--- src/rtl/loop_add_4_pipeline.sv ---
// loop_add_4_pipeline: 5-stage, II=1 kernel for
//   for i in 0..TRIP_COUNT-1: mem[DST_BASE+i] = mem[SRC_BASE+i] + ADDEND
// It talks to an external RAM through one combinational-read port and one
// synchronous-write port.
// Optional macro LOOP_ADD_4_PIPELINE_STATE_DBG_EN: when it is defined, the
// controller state codes (0 / 200000 / 6) appear on global_state_dbg. When it
// is undefined, global_state_dbg is tied to zero and the state register uses
// the minimum width.
module loop_add_4_pipeline #(
    parameter int unsigned ADDR_W     = 5,
    parameter int unsigned DATA_W     = 32,
    parameter int unsigned TRIP_COUNT = 2,
    parameter int unsigned SRC_BASE   = 10,
    parameter int unsigned DST_BASE   = 0,
    parameter int unsigned ADDEND     = 4
) (
    input  logic              clk,
    input  logic              rst,
    output logic              valid,
    output logic [ADDR_W-1:0] raddr_0,
    input  logic [DATA_W-1:0] rdata_0,
    output logic [ADDR_W-1:0] waddr_0,
    output logic [DATA_W-1:0] wdata_0,
    output logic              wen_0,
    output logic [31:0]       global_state_dbg
);

    // Issue counter must be able to hold TRIP_COUNT itself
    localparam int unsigned CNT_W = (TRIP_COUNT < 1) ? 1 : $clog2(TRIP_COUNT + 1);

`ifdef LOOP_ADD_4_PIPELINE_STATE_DBG_EN
    typedef enum logic [31:0] {
        IDLE = 32'd0,
        PIPE = 32'd200000,
        DONE = 32'd6
    } state_t;
`else
    typedef enum logic [1:0] {
        IDLE,
        PIPE,
        DONE
    } state_t;
`endif

    state_t              state;
    logic [CNT_W-1:0]    issued;
    logic                issue_done;
    logic                s1_v, s2_v, s3_v, s4_v;
    logic [ADDR_W-1:0]   s1_dst, s2_dst, s3_dst, s4_dst;
    logic [DATA_W-1:0]   s2_data, s3_data, s4_data;

    // All iterations have entered S1
    assign issue_done = (issued == CNT_W'(TRIP_COUNT));

`ifdef LOOP_ADD_4_PIPELINE_STATE_DBG_EN
    // Expose the controller state code
    assign global_state_dbg = 32'(state);
`else
    // Debug port unused in this build
    assign global_state_dbg = 32'd0;
`endif

    // Controller, issue logic and the free-running pipeline stage registers
    always_ff @(posedge clk) begin
        if (rst) begin
            state   <= IDLE;
            valid   <= 1'b0;
            issued  <= '0;
            s1_v    <= 1'b0;
            s2_v    <= 1'b0;
            s3_v    <= 1'b0;
            s4_v    <= 1'b0;
            s1_dst  <= '0;
            s2_dst  <= '0;
            s3_dst  <= '0;
            s4_dst  <= '0;
            s2_data <= '0;
            s3_data <= '0;
            s4_data <= '0;
            raddr_0 <= '0;
            waddr_0 <= '0;
            wdata_0 <= '0;
            wen_0   <= 1'b0;
        end else begin
            // Stages advance every cycle; there are no stalls
            s1_v    <= 1'b0;
            s2_v    <= s1_v;
            s2_dst  <= s1_dst;
            s2_data <= rdata_0;
            s3_v    <= s2_v;
            s3_dst  <= s2_dst;
            s3_data <= s2_data + DATA_W'(ADDEND);
            s4_v    <= s3_v;
            s4_dst  <= s3_dst;
            s4_data <= s3_data;
            wen_0   <= s4_v;
            if (s4_v) begin
                waddr_0 <= s4_dst;
                wdata_0 <= s4_data;
            end

            // An iteration issues into S1 in IDLE or PIPE until all are issued
            if ((state != DONE) && !issue_done) begin
                s1_v    <= 1'b1;
                raddr_0 <= ADDR_W'(SRC_BASE) + ADDR_W'(issued);
                s1_dst  <= ADDR_W'(DST_BASE) + ADDR_W'(issued);
                issued  <= issued + CNT_W'(1);
            end

            case (state)
                IDLE: begin
                    if (TRIP_COUNT == 0) begin
                        state <= DONE;
                        valid <= 1'b1;
                    end else begin
                        state <= PIPE;
                    end
                end
                PIPE: begin
                    // The last write commits at this edge when nothing remains behind it
                    if (wen_0 && issue_done && !(s1_v || s2_v || s3_v || s4_v)) begin
                        state <= DONE;
                        valid <= 1'b1;
                    end
                end
                DONE: begin
                    valid <= 1'b1;
                end
                default: begin
                    state <= IDLE;
                    valid <= 1'b0;
                end
            endcase
        end
    end

endmodule

--- config.mk ---
export PLATFORM = sky130hd
export DESIGN_NAME = loop_add_4_pipeline
export DESIGN_NICKNAME = d
export VERILOG_FILES = /design/src/rtl/loop_add_4_pipeline.sv
export SDC_FILE = /design/constraint.sdc
export NUM_CORES = 1
export LEC_CHECK = 0
export ABC_AREA = 1
export ABC_CLOCK_PERIOD_IN_PS = 1600
export CAP_MARGIN = 5
export CORE_ASPECT_RATIO = 0.9
export CORE_MARGIN = 4
export CORE_UTILIZATION = 50
export DETAILED_ROUTE_END_ITERATION = 12
export DONT_BUFFER_PORTS = 1
export PLACE_DENSITY = 0.67
export SETUP_SLACK_MARGIN = 0.05
export SLEW_MARGIN = 5
export SYNTH_ARGS = -nofsm -noshare
export SYNTH_HDL_FRONTEND = slang
export SYNTH_SLANG_ARGS = --single-unit
--- constraint.sdc ---
create_clock -name clk -period 1.6 [get_ports clk]
set_input_delay 0.32 -clock clk [delete_from_list [all_inputs] [get_ports clk]]
set_output_delay 0.32 -clock clk [all_outputs]
set_load 0.01 [all_outputs]
==> results.toml <==
[detailed_routing]
ant_nets = 0
vias_per_cell = 4.457
drc = 0
vias = 4283
drt_wl_total_um = 11730
drt_iter0_drc = 268
routedWlPerCell_um = 12.20
dr.pass1.iters = 4

[cts]
htree_levels = 4
cts_tree = "yes"
clock-root-buffer = "clkbuf_16"
clock_path_buffers = 2
cts-buffers-inserted = 17
clkTransAtPathRegs_ns = 0.06
clk_latency_ns = 0.41
cts.sinks = 150

[synthesis]
syn_inst = 735
synth-warning-count = 0
synth_top_flop_cell = "dfxtp_1"
synth_edf_count = 0
ys_seq_area_share_pct = 52.59
syn_area_sq_um = 5710
avgSynthCellArea_sq_um = 7.769
ys_seq_elements = 150
async_flop_share_pct = 0
netlist-cell-type-count = 34

[global_route]
grt_pass1_wl_um = 19520
antenna_found_initial = 0
grt_max_degree = 59
grt_use_total_pct = 19.02
grt_pass1_vias = 4157
grt-ovfl-total = 0

[critical_path]
cp-end-kind = "flop"
rr_worst_depth = 6
r2r_slack_ns = 0.15
r2r-start = "s2_data[2]$_SDFF_PP0_"
r2r_end = "s3_data[12]$_SDFF_PP0_"
crit_path_start_kind = "flop"
cp.required_ns = 1.90
startpoint = "s2_data[2]$_SDFF_PP0_"
path_max_fanout = 6
critical_path_class = "flop to flop"
endpoint = "s3_data[12]$_SDFF_PP0_"
crit_arrival_ns = 1.75

[sta]
fin_hold_ws_ns = 0.01801
min_period_over_period_pct = 90.50
setup_viol = 0
fin_skew_ns = 0.009152
fmax_mhz = 690.6
final-hold-violation-count = 0
fin_ws_ns = 0.1520
slew_viol_final = 0
period_needed_ns = 1.448
rsz0062_at_grt = "true"
fin_tns_setup_ns = 0

[place]
dp_slack_ns = 0.1342
gp_congestion = 0.8482
io_buffers = 0
hpwl_um = 7837
post-place-cells = 869

[power]
ir_worst_vdd_mv = 0.8324
powerDensity_nw_per_um2 = 1298
p_leak_uw = 0.003203

[die]
die_w_um = 120.7
floorplan.initialDensity_pct = 51.96
die_h_um = 109.4
coreArea_sq_um = 10990
die-area_sq_um = 13200
rows = 36
pin_count = 110

[layout]
finalNonFillerCells = 961
antenna_cells = 0
layout-drive-gt1-share_pct = 9.765
nets = 836
finish.utilization_pct = 63.00
area_delta_synth_final_pct = 21.25

[min_path]
hp-class = "input pin to flop"

[flow_run]
max_cap_viol_count = 0

[status]
status = "finished clean"
through the flow:
step / area, sq um / total power, uW
final: 6924 / 8988
after global routing: 6924 / 9429
after CTS: 6912 / 9076
after detailed placement: 5704 / 5064
after global placement: 5704 / 5024
after floorplan: 5842 / 4958
cell families (layout without fill, tap and decap cells):
group	after synthesis	in the layout	share of synthesized area (%)
adder cells (fa/ha/maj)	6	6	1.315
AND/OR/NAND/NOR	337	337	25.35
AO/OA/AOI/OAI	68	68	6.354
XOR/XNOR	4	4	0.6136
buffers and inverters	169	208	13.72
flip-flops	150	150	52.59
other	1	36	0.06567
sequential cells by signal, indices dropped and copies added, names as in the netlist, 3 cells and up:
signal	flops
s4_data	32
wdata_0	32
raddr_0	3
s3_data	32
s2_data	32
routing by layer:
layer  vias up  global-route usage [%]  share of wire [%]
met2       101                   30.24                 44
li1       2248                       -                  -
met1      1925                   24.86                 49
met4         0                   6.311               0.84
met3         9                   5.864                5.9
met5         -                       0                  0
Yosys cell counts (4+ instances only):
| cell | count | area (sq um) |
|---|---|---|
| clkbuf_1 | 10 | 37.54 |
| buf_1 | 4 | 15.01 |
| nand3_1 | 13 | 65.06 |
| buf_2 | 7 | 35.03 |
| dfxtp_1 | 150 | 3003 |
| nor2_1 | 215 | 807.0 |
| inv_1 | 107 | 401.6 |
| nor2_4 | 6 | 67.56 |
| a21oi_1 | 19 | 95.09 |
| ha_1 | 6 | 75.07 |
| buf_4 | 37 | 277.8 |
| nand2_2 | 9 | 56.30 |
| nor2_2 | 8 | 50.05 |
| o21ai_0 | 41 | 205.2 |
| nand2_1 | 73 | 274.0 |
layout make-up:
cell class	instances	area [sq um]
fill	985	4066
sequential	150	3004
multi-input combinational	451	2063
timing repair buffer	65	659.4
clock buffer	19	442.9
inverter	111	417.9
tap	152	190.2
clock inverter	13	146.4
what timing repair did:
item                       in CTS  in global routing
resized for setup               0                  5
buffers inserted                0                  0
hold buffers                   60                  0
hold endpoints to repair       98                  0
setup endpoints to repair       0                 11
placed cells by master, fill, tap and decap left out, types with 2 or more instances in the layout:
master         instances
nor2_4                 6
nand4_1                3
nand2_1               73
nand2_2                9
clkinv_4               4
inv_2                  3
bufinv_16              2
buf_4                  4
o21ai_0               41
inv_1                107
dfxtp_1              149
clkinv_2               3
inv_6                  3
xor2_1                 3
a21oi_2                2
o21ai_1                2
conb_1                36
nor3_1                 2
nor2_1               213
nand3_1               13
clkinvlp_4             2
a21oi_1               19
ha_1                   5
dlygate4sd3_1         59
nor2_2                10
nand3_2                2
nand2_4                2
clkbuf_16             17
where the power goes:
group	total (uW)	switching [uW]	internal, uW
clock	3870	1520	2350
sequential	4250	224	4030
combinational	869	514	355
how the worst min path moves through the flow:
| stage | startpoint | end | slack (ns) | cells past startpoint |
|---|---|---|---|---|
| 2_1_floorplan | s2_data[0]$_SDFF_PP0_ | s3_data[0]$_SDFF_PP0_ | 0.39 | 2 |
| 3_3_place_gp | s2_data[1]$_SDFF_PP0_ | s3_data[1]$_SDFF_PP0_ | 0.39 | 2 |
| 3_5_place_dp | s3_dst[1]$_SDFF_PP0_ | s4_dst[1]$_SDFF_PP0_ | 0.39 | 2 |
| 4_1_cts | rdata_0[27] | s2_data[27]$_SDFF_PP0_ | 0.0004 | 2 |
| 5_1_grt | rdata_0[26] | s2_data[26]$_SDFF_PP0_ | 0.005 | 2 |
| 6_report | rdata_0[29] | s2_data[29]$_SDFF_PP0_ | 0.02 | 2 |
critical path, cell delays in order, from the launching register on:
cell and delay [ns]:
dfxtp_1 0.40, ha_2 0.24, nand2_2 0.10, nor2_8 0.18, nand3b_2 0.13, xor2_1 0.22, nor2_1 0.07
Power figures use the tool's default switching activity.
